==> src/rtl/hazard_stall_ctrl_pkg.sv <==
// Shared definitions for the pipeline sequencer: FSM states, zero register,
// default MULT/DIV latency and the packed stage-control bundle.
package pipe_ctrl_pkg;

    typedef enum logic [1:0] {
        RUN     = 2'd0,
        MD_WAIT = 2'd1,
        HALT    = 2'd2
    } state_e;

    localparam logic [4:0] REG_ZERO   = 5'd0;
    localparam int         MD_LAT_DEF = 4;
    localparam int         CNT_W_DEF  = 3;

    typedef struct packed {
        logic pc_en;
        logic ifid_en;
        logic idex_en;
        logic exmem_en;
        logic memwb_en;
        logic ifid_clr;
        logic idex_clr;
        logic exmem_clr;
        logic halted;
        logic md_busy;
    } ctrl_t;

    localparam ctrl_t CTRL_RUN  = '{1'b1, 1'b1, 1'b1, 1'b1, 1'b1,
                                    1'b0, 1'b0, 1'b0, 1'b0, 1'b0};
    localparam ctrl_t CTRL_HALT = '{1'b0, 1'b0, 1'b0, 1'b0, 1'b0,
                                    1'b0, 1'b0, 1'b0, 1'b1, 1'b0};

    // Front end and EX held; a bubble is pushed into EX/MEM while MULT/DIV grinds.
    function automatic ctrl_t md_freeze();
        ctrl_t c;
        c           = CTRL_RUN;
        c.pc_en     = 1'b0;
        c.ifid_en   = 1'b0;
        c.idex_en   = 1'b0;
        c.exmem_clr = 1'b1;
        c.md_busy   = 1'b1;
        return c;
    endfunction

endpackage

==> src/rtl/hazard_detect_lu.sv <==
// Load-use comparator: a load in EX whose destination feeds the instruction in ID.
// Purely combinational so the forwarding unit can reuse it.
module hazard_detect_lu
    import pipe_ctrl_pkg::*;
(
    input  logic [4:0] id_rs_i,
    input  logic [4:0] id_rt_i,
    input  logic       id_use_rs_i,
    input  logic       id_use_rt_i,
    input  logic       ex_memtoreg_i,
    input  logic [4:0] ex_wbreg_i,
    output logic       lu_o
);

    logic rs_hit_s;
    logic rt_hit_s;

    assign rs_hit_s = id_use_rs_i && (id_rs_i == ex_wbreg_i);
    assign rt_hit_s = id_use_rt_i && (id_rt_i == ex_wbreg_i);
    assign lu_o     = ex_memtoreg_i && (ex_wbreg_i != REG_ZERO) && (rs_hit_s || rt_hit_s);

endmodule

==> src/rtl/hazard_stall_ctrl.sv <==
// Pipeline sequencer: stage EN/CLR and PC enable for load-use, branch flush,
// MULT/DIV stretch and SYSCALL halt. Optional counters under HAZARD_PERF_CNT_EN.
module hazard_stall_ctrl
    import pipe_ctrl_pkg::*;
#(
    parameter int MD_LAT = MD_LAT_DEF,
    parameter int CNT_W  = CNT_W_DEF
) (
    input  logic        clk,
    input  logic        rst,
    input  logic [4:0]  id_rs,
    input  logic [4:0]  id_rt,
    input  logic        id_use_rs,
    input  logic        id_use_rt,
    input  logic        ex_memtoreg,
    input  logic [4:0]  ex_wbreg,
    input  logic        ex_branch_taken,
    input  logic        ex_md,
    input  logic        mem_syscall_halt,
    input  logic        go,
    output logic        pc_en,
    output logic        ifid_en,
    output logic        idex_en,
    output logic        exmem_en,
    output logic        memwb_en,
    output logic        ifid_clr,
    output logic        idex_clr,
    output logic        exmem_clr,
    output logic        halted,
    output logic        md_busy
`ifdef HAZARD_PERF_CNT_EN
    ,
    output logic [31:0] stall_cycles,
    output logic [31:0] flush_count
`endif
);

    localparam bit             MD_STALL = (MD_LAT > 1);
    localparam logic [CNT_W-1:0] CNT_LOAD = MD_STALL ? CNT_W'(MD_LAT - 2) : '0;

    state_e           state_q, state_d;
    logic [CNT_W-1:0] cnt_q, cnt_d;
    logic             lu_s;
    ctrl_t            ctl_s;

    hazard_detect_lu u_lu (
        .id_rs_i       (id_rs),
        .id_rt_i       (id_rt),
        .id_use_rs_i   (id_use_rs),
        .id_use_rt_i   (id_use_rt),
        .ex_memtoreg_i (ex_memtoreg),
        .ex_wbreg_i    (ex_wbreg),
        .lu_o          (lu_s)
    );

    always_ff @(posedge clk) begin
        if (rst) begin
            state_q <= RUN;
            cnt_q   <= '0;
        end else begin
            state_q <= state_d;
            cnt_q   <= cnt_d;
        end
    end

    // Halt wins over MULT/DIV entry so the stretch replays in full after resume.
    always_comb begin
        state_d = state_q;
        cnt_d   = cnt_q;
        case (state_q)
            RUN: begin
                if (mem_syscall_halt) begin
                    state_d = HALT;
                end else if (ex_md && MD_STALL) begin
                    state_d = MD_WAIT;
                    cnt_d   = CNT_LOAD;
                end else begin
                    state_d = RUN;
                end
            end
            MD_WAIT: begin
                if (cnt_q != '0) begin
                    cnt_d = cnt_q - CNT_W'(1);
                end else begin
                    state_d = RUN;
                end
            end
            HALT: begin
                if (go) begin
                    state_d = RUN;
                end else begin
                    state_d = HALT;
                end
            end
            default: begin
                state_d = RUN;
                cnt_d   = '0;
            end
        endcase
    end

    always_comb begin
        ctl_s = CTRL_RUN;
        if (rst) begin
            ctl_s = CTRL_RUN;
        end else begin
            case (state_q)
                RUN: begin
                    // A taken branch makes the ID instruction wrong-path, so lu is moot.
                    if (ex_branch_taken) begin
                        ctl_s.ifid_clr = 1'b1;
                        ctl_s.idex_clr = 1'b1;
                    end else if (lu_s) begin
                        ctl_s.pc_en    = 1'b0;
                        ctl_s.ifid_en  = 1'b0;
                        ctl_s.idex_clr = 1'b1;
                    end else if (ex_md && MD_STALL) begin
                        ctl_s = md_freeze();
                    end else begin
                        ctl_s = CTRL_RUN;
                    end
                end
                MD_WAIT: begin
                    if (cnt_q != '0) begin
                        ctl_s = md_freeze();
                    end else begin
                        ctl_s = CTRL_RUN;
                    end
                end
                HALT:    ctl_s = CTRL_HALT;
                default: ctl_s = CTRL_RUN;
            endcase
        end
    end

    assign pc_en     = ctl_s.pc_en;
    assign ifid_en   = ctl_s.ifid_en;
    assign idex_en   = ctl_s.idex_en;
    assign exmem_en  = ctl_s.exmem_en;
    assign memwb_en  = ctl_s.memwb_en;
    assign ifid_clr  = ctl_s.ifid_clr;
    assign idex_clr  = ctl_s.idex_clr;
    assign exmem_clr = ctl_s.exmem_clr;
    assign halted    = ctl_s.halted;
    assign md_busy   = ctl_s.md_busy;

`ifdef HAZARD_PERF_CNT_EN
    logic [31:0] stall_q;
    logic [31:0] flush_q;

    always_ff @(posedge clk) begin
        if (rst) begin
            stall_q <= 32'd0;
            flush_q <= 32'd0;
        end else begin
            if (!ctl_s.pc_en && (state_q != HALT)) begin
                stall_q <= stall_q + 32'd1;
            end
            if ((state_q == RUN) && ex_branch_taken) begin
                flush_q <= flush_q + 32'd1;
            end
        end
    end

    assign stall_cycles = stall_q;
    assign flush_count  = flush_q;
`endif

endmodule

==> config.mk <==
export PLATFORM = sky130hd
export DESIGN_NAME = hazard_stall_ctrl
export DESIGN_NICKNAME = d
export VERILOG_FILES = /design/src/rtl/hazard_stall_ctrl_pkg.sv /design/src/rtl/hazard_detect_lu.sv /design/src/rtl/hazard_stall_ctrl.sv
export SDC_FILE = /design/constraint.sdc
export NUM_CORES = 1
export LEC_CHECK = 0
export CAP_MARGIN = 20
export CORE_UTILIZATION = 33
export DETAILED_ROUTE_END_ITERATION = 8
export GPL_TIMING_DRIVEN = 0
export PLACE_DENSITY = 0.74
export SLEW_MARGIN = 20
export SYNTH_ARGS = -nofsm -noshare
export SYNTH_HDL_FRONTEND = slang
export SYNTH_SLANG_ARGS = --single-unit
==> constraint.sdc <==
create_clock -name clk -period 1.7 [get_ports clk]
set_clock_uncertainty 0.15 [all_clocks]
set_input_delay 0.255 -clock clk [delete_from_list [all_inputs] [get_ports clk]]
set_output_delay 0.255 -clock clk [all_outputs]
set_load 0.05 [all_outputs]
==> qor.yml <==
finish:
  final_cells: 138
  multi_input_area_sq_um: 634
  layout_common_cells: "xnor2_1, buf_6, buf_8, buf_4, clkbuf_2"
  syn2layout_area_growth_pct: 117
  fillCellCount: 99
  drive_gt1_frac: 0.590
  seqCellArea_sq_um: 104
  nets: 149
  insertedDiodeCount: 0
clocking:
  cts_root_buf: "clkbuf_4"
  clk_pin_slew_worst_paths_ns: 0.05
  h-tree-depth: 1
  clockBufferDepth: 2
  cts_sinks: 5
  cts_tree: "done"
  clock_latency_ns: 0.24
  cts_made_buffers: 3
  cts_hold_buffers: 0
floorplan:
  placementRows: 14
  die_y_um: 44.1
  die-area_sq_um: 1940
  coreArea_sq_um: 1580
  pin_count: 34
  start_util: 0.371
  dieWidth_um: 44.1
power_and_ir_drop:
  power_density_nw_per_um2: 537
  p_leak_nw: 0.516
  ir_worst_vdd_v: 0.000797
  total_power_mw: 0.682
critical_path:
  critPathRequiredTime_ns: 1.29
  cp.buffers_inverters: 3
  arrival_ns: 1.72
  crit_chain: "inv_2 -> ha_4 -> nor2b_4 -> o21a_4 -> nor3_4 -> a211oi_4 -> buf_6 -> buf_8"
  slowest_delay_ns: 0.31
  path_class: "register to output pin"
  crit_path_end_kind: "output pin"
  crit_path_start_kind: "register"
  r2r-end: "cnt_q[2]"
  r2r_slack_ns: 0.19
  reg2reg_from: "state_q[1]"
  crit_family: "compound AO/OA/AOI/OAI gates"
  crit_slowest_cell: "dfxtp_2"
  critPathMaxFanout: 4
  rr_worst_depth: 5
timing:
  rsz0062_at_grt: "true"
  fin_setup_tns_ns: -2.14
  fmax_ghz: 0.471
  tightest_slew_ns: 0.277
  relSlewSlack: 0.815
  drv_slew: 0
  fin_crit_ns: 2.12
  period_share: 1.25
  finalSetupViolCount: 8
  setup_ws_ns: -0.422
  hold_viol: 0
yosys:
  yosys_warnings: 0
  synth_area_sq_um: 584
  synthCells: 76
  ys_ff_latch: 5
  synth_area_per_cell_sq_um: 7.69
  seq_area_frac_synth: 0.171
  synth_cell_types: 29
  synthesis.nets: 102
placement:
  dp.cells: 125
  io_buffers: 33
  gp_congestion: 0.796
  post-place-ws_ns: -1.39
  dp_hpwl_um: 1370
grt:
  grtUsageTotal: 0.213
  grt_pass1_vias: 702
  grt_max_degree: 11
  grt_pass1_wl_um: 3040
  overflow: 0
  antenna_found_initial: 0
min_path:
  worstHoldStart: "ex_md"
  min_path_cells: 3
  min_path_type: "input port to register"
  hold_end: "state_q[0]"
drt:
  vias: 736
  first_pass_iters: 6
  routed_wl_um: 1970
  avgViaCountPerCell: 5.33
  drtIter0Drc: 14
  wire_per_inst_um: 14.3
  drc: 3
  antenna_left: 0
status:
  status: "finished with violations"
  violations: "DRC, setup timing"
job:
  drv_cap: 0
==> through the flow <==
| stage | cell area (sq um) | utilization | hold slack, ns |
|---|---|---|---|
| 2_1_floorplan | 697 | - | 0.265 |
| 3_3_place_gp | 1050 | 0.664 | 0.291 |
| 3_5_place_dp | 1050 | 0.664 | 0.295 |
| 4_1_cts | 1200 | 0.761 | 0.301 |
| 5_1_grt | 1270 | 0.806 | 0.296 |
| 6_report | 1270 | 0.806 | 0.267 |
==> layer usage <==
| layer | up-vias | GRT usage | part of all wire |
|---|---|---|---|
| met5 | - | 0 | 0 |
| met4 | 0 | 0.0182 | 0 |
| met1 | 349 | 0.235 | 0.41 |
| met2 | 22 | 0.412 | 0.55 |
| li1 | 365 | - | - |
| met3 | 0 | 0.0612 | 0.044 |
==> registers in the layout, indices dropped and copies added (netlist names) <==
name	flops
cnt_q	3
state_q	2
==> worst max path at each step <==
stage / start / end / slack [ns] / cells after the start
6_report: cnt_q[1] / pc_en / -0.42 / 8
5_1_grt: cnt_q[1] / pc_en / -0.50 / 8
4_1_cts: cnt_q[0] / idex_en / -0.44 / 8
3_5_place_dp: ex_wbreg[1] / pc_en / -1.39 / 7
3_3_place_gp: ex_wbreg[1] / pc_en / -1.38 / 7
2_1_floorplan: ex_wbreg[1] / pc_en / -0.50 / 5
==> worst register-to-register path, stage by stage, from the launching register on <==
cell       delay [ns]
dfxtp_1          0.30
buf_4            0.18
nor3b_4          0.22
o221ai_1         0.16
xor2_1           0.18
a2111oi_2        0.23
==> report_power, final <==
group / switching (mW) / internal, mW
logic: 0.210 / 0.200
registers: 0.00820 / 0.127
clock network: 0.0477 / 0.0887
total: 0.266 / 0.416
==> final cells by class <==
cell class | count | area share
Multi-Input combinational cell | 61 | 0.500
Timing Repair Buffer | 42 | 0.311
Sequential cell | 5 | 0.0818
Buffer | 6 | 0.0562
Clock buffer | 4 | 0.0207
Tap cell | 16 | 0.0158
Inverter | 4 | 0.0148
==> Yosys cell counts <==
| cell | number | area share |
|---|---|---|
| o221ai_1 | 2 | 0.030 |
| o22a_1 | 1 | 0.015 |
| buf_2 | 2 | 0.017 |
| nor4_2 | 1 | 0.021 |
| mux2i_1 | 1 | 0.017 |
| or4_4 | 1 | 0.019 |
| buf_4 | 4 | 0.051 |
| a211oi_1 | 3 | 0.039 |
| nor3_1 | 6 | 0.051 |
| o21a_1 | 2 | 0.026 |
| nand2_1 | 6 | 0.039 |
| a211o_1 | 1 | 0.015 |
| a31o_2 | 1 | 0.015 |
| inv_1 | 4 | 0.026 |
| o22ai_1 | 2 | 0.021 |
| dfxtp_1 | 5 | 0.17 |
| nand2b_1 | 3 | 0.032 |
| a21oi_1 | 3 | 0.026 |
| o21ai_2 | 1 | 0.015 |
| xnor2_1 | 10 | 0.15 |
| nor2b_1 | 2 | 0.021 |
| ha_1 | 2 | 0.043 |
| nor2_1 | 5 | 0.032 |
| nor4_1 | 1 | 0.011 |
| nand4_1 | 2 | 0.021 |
| xor2_1 | 1 | 0.015 |
| a2111oi_2 | 1 | 0.026 |
| nor3b_1 | 1 | 0.013 |
| and2_1 | 2 | 0.021 |
==> kinds of logic (layout without fill, tap and decap cells) <==
logic type | count (synthesis) | after routing | share of synthesized area
AO/OA/AOI/OAI | 17 | 17 | 0.227
XOR/XNOR | 11 | 11 | 0.165
adder cells (fa/ha/maj) | 2 | 2 | 0.0428
buffers and inverters | 10 | 56 | 0.0942
flip-flops | 5 | 5 | 0.171
multiplexers | 1 | 1 | 0.0171
AND/OR/NAND/NOR | 30 | 30 | 0.283
==> timing repair <==
| action | in CTS | in global routing |
|---|---|---|
| buffers inserted | 4 | 5 |
| resized for setup | 128 | 30 |
| pin swaps | 25 | 19 |
| endpoints found under the setup margin | 10 | 11 |
No activity file was read; power rests on OpenSTA's default activity.
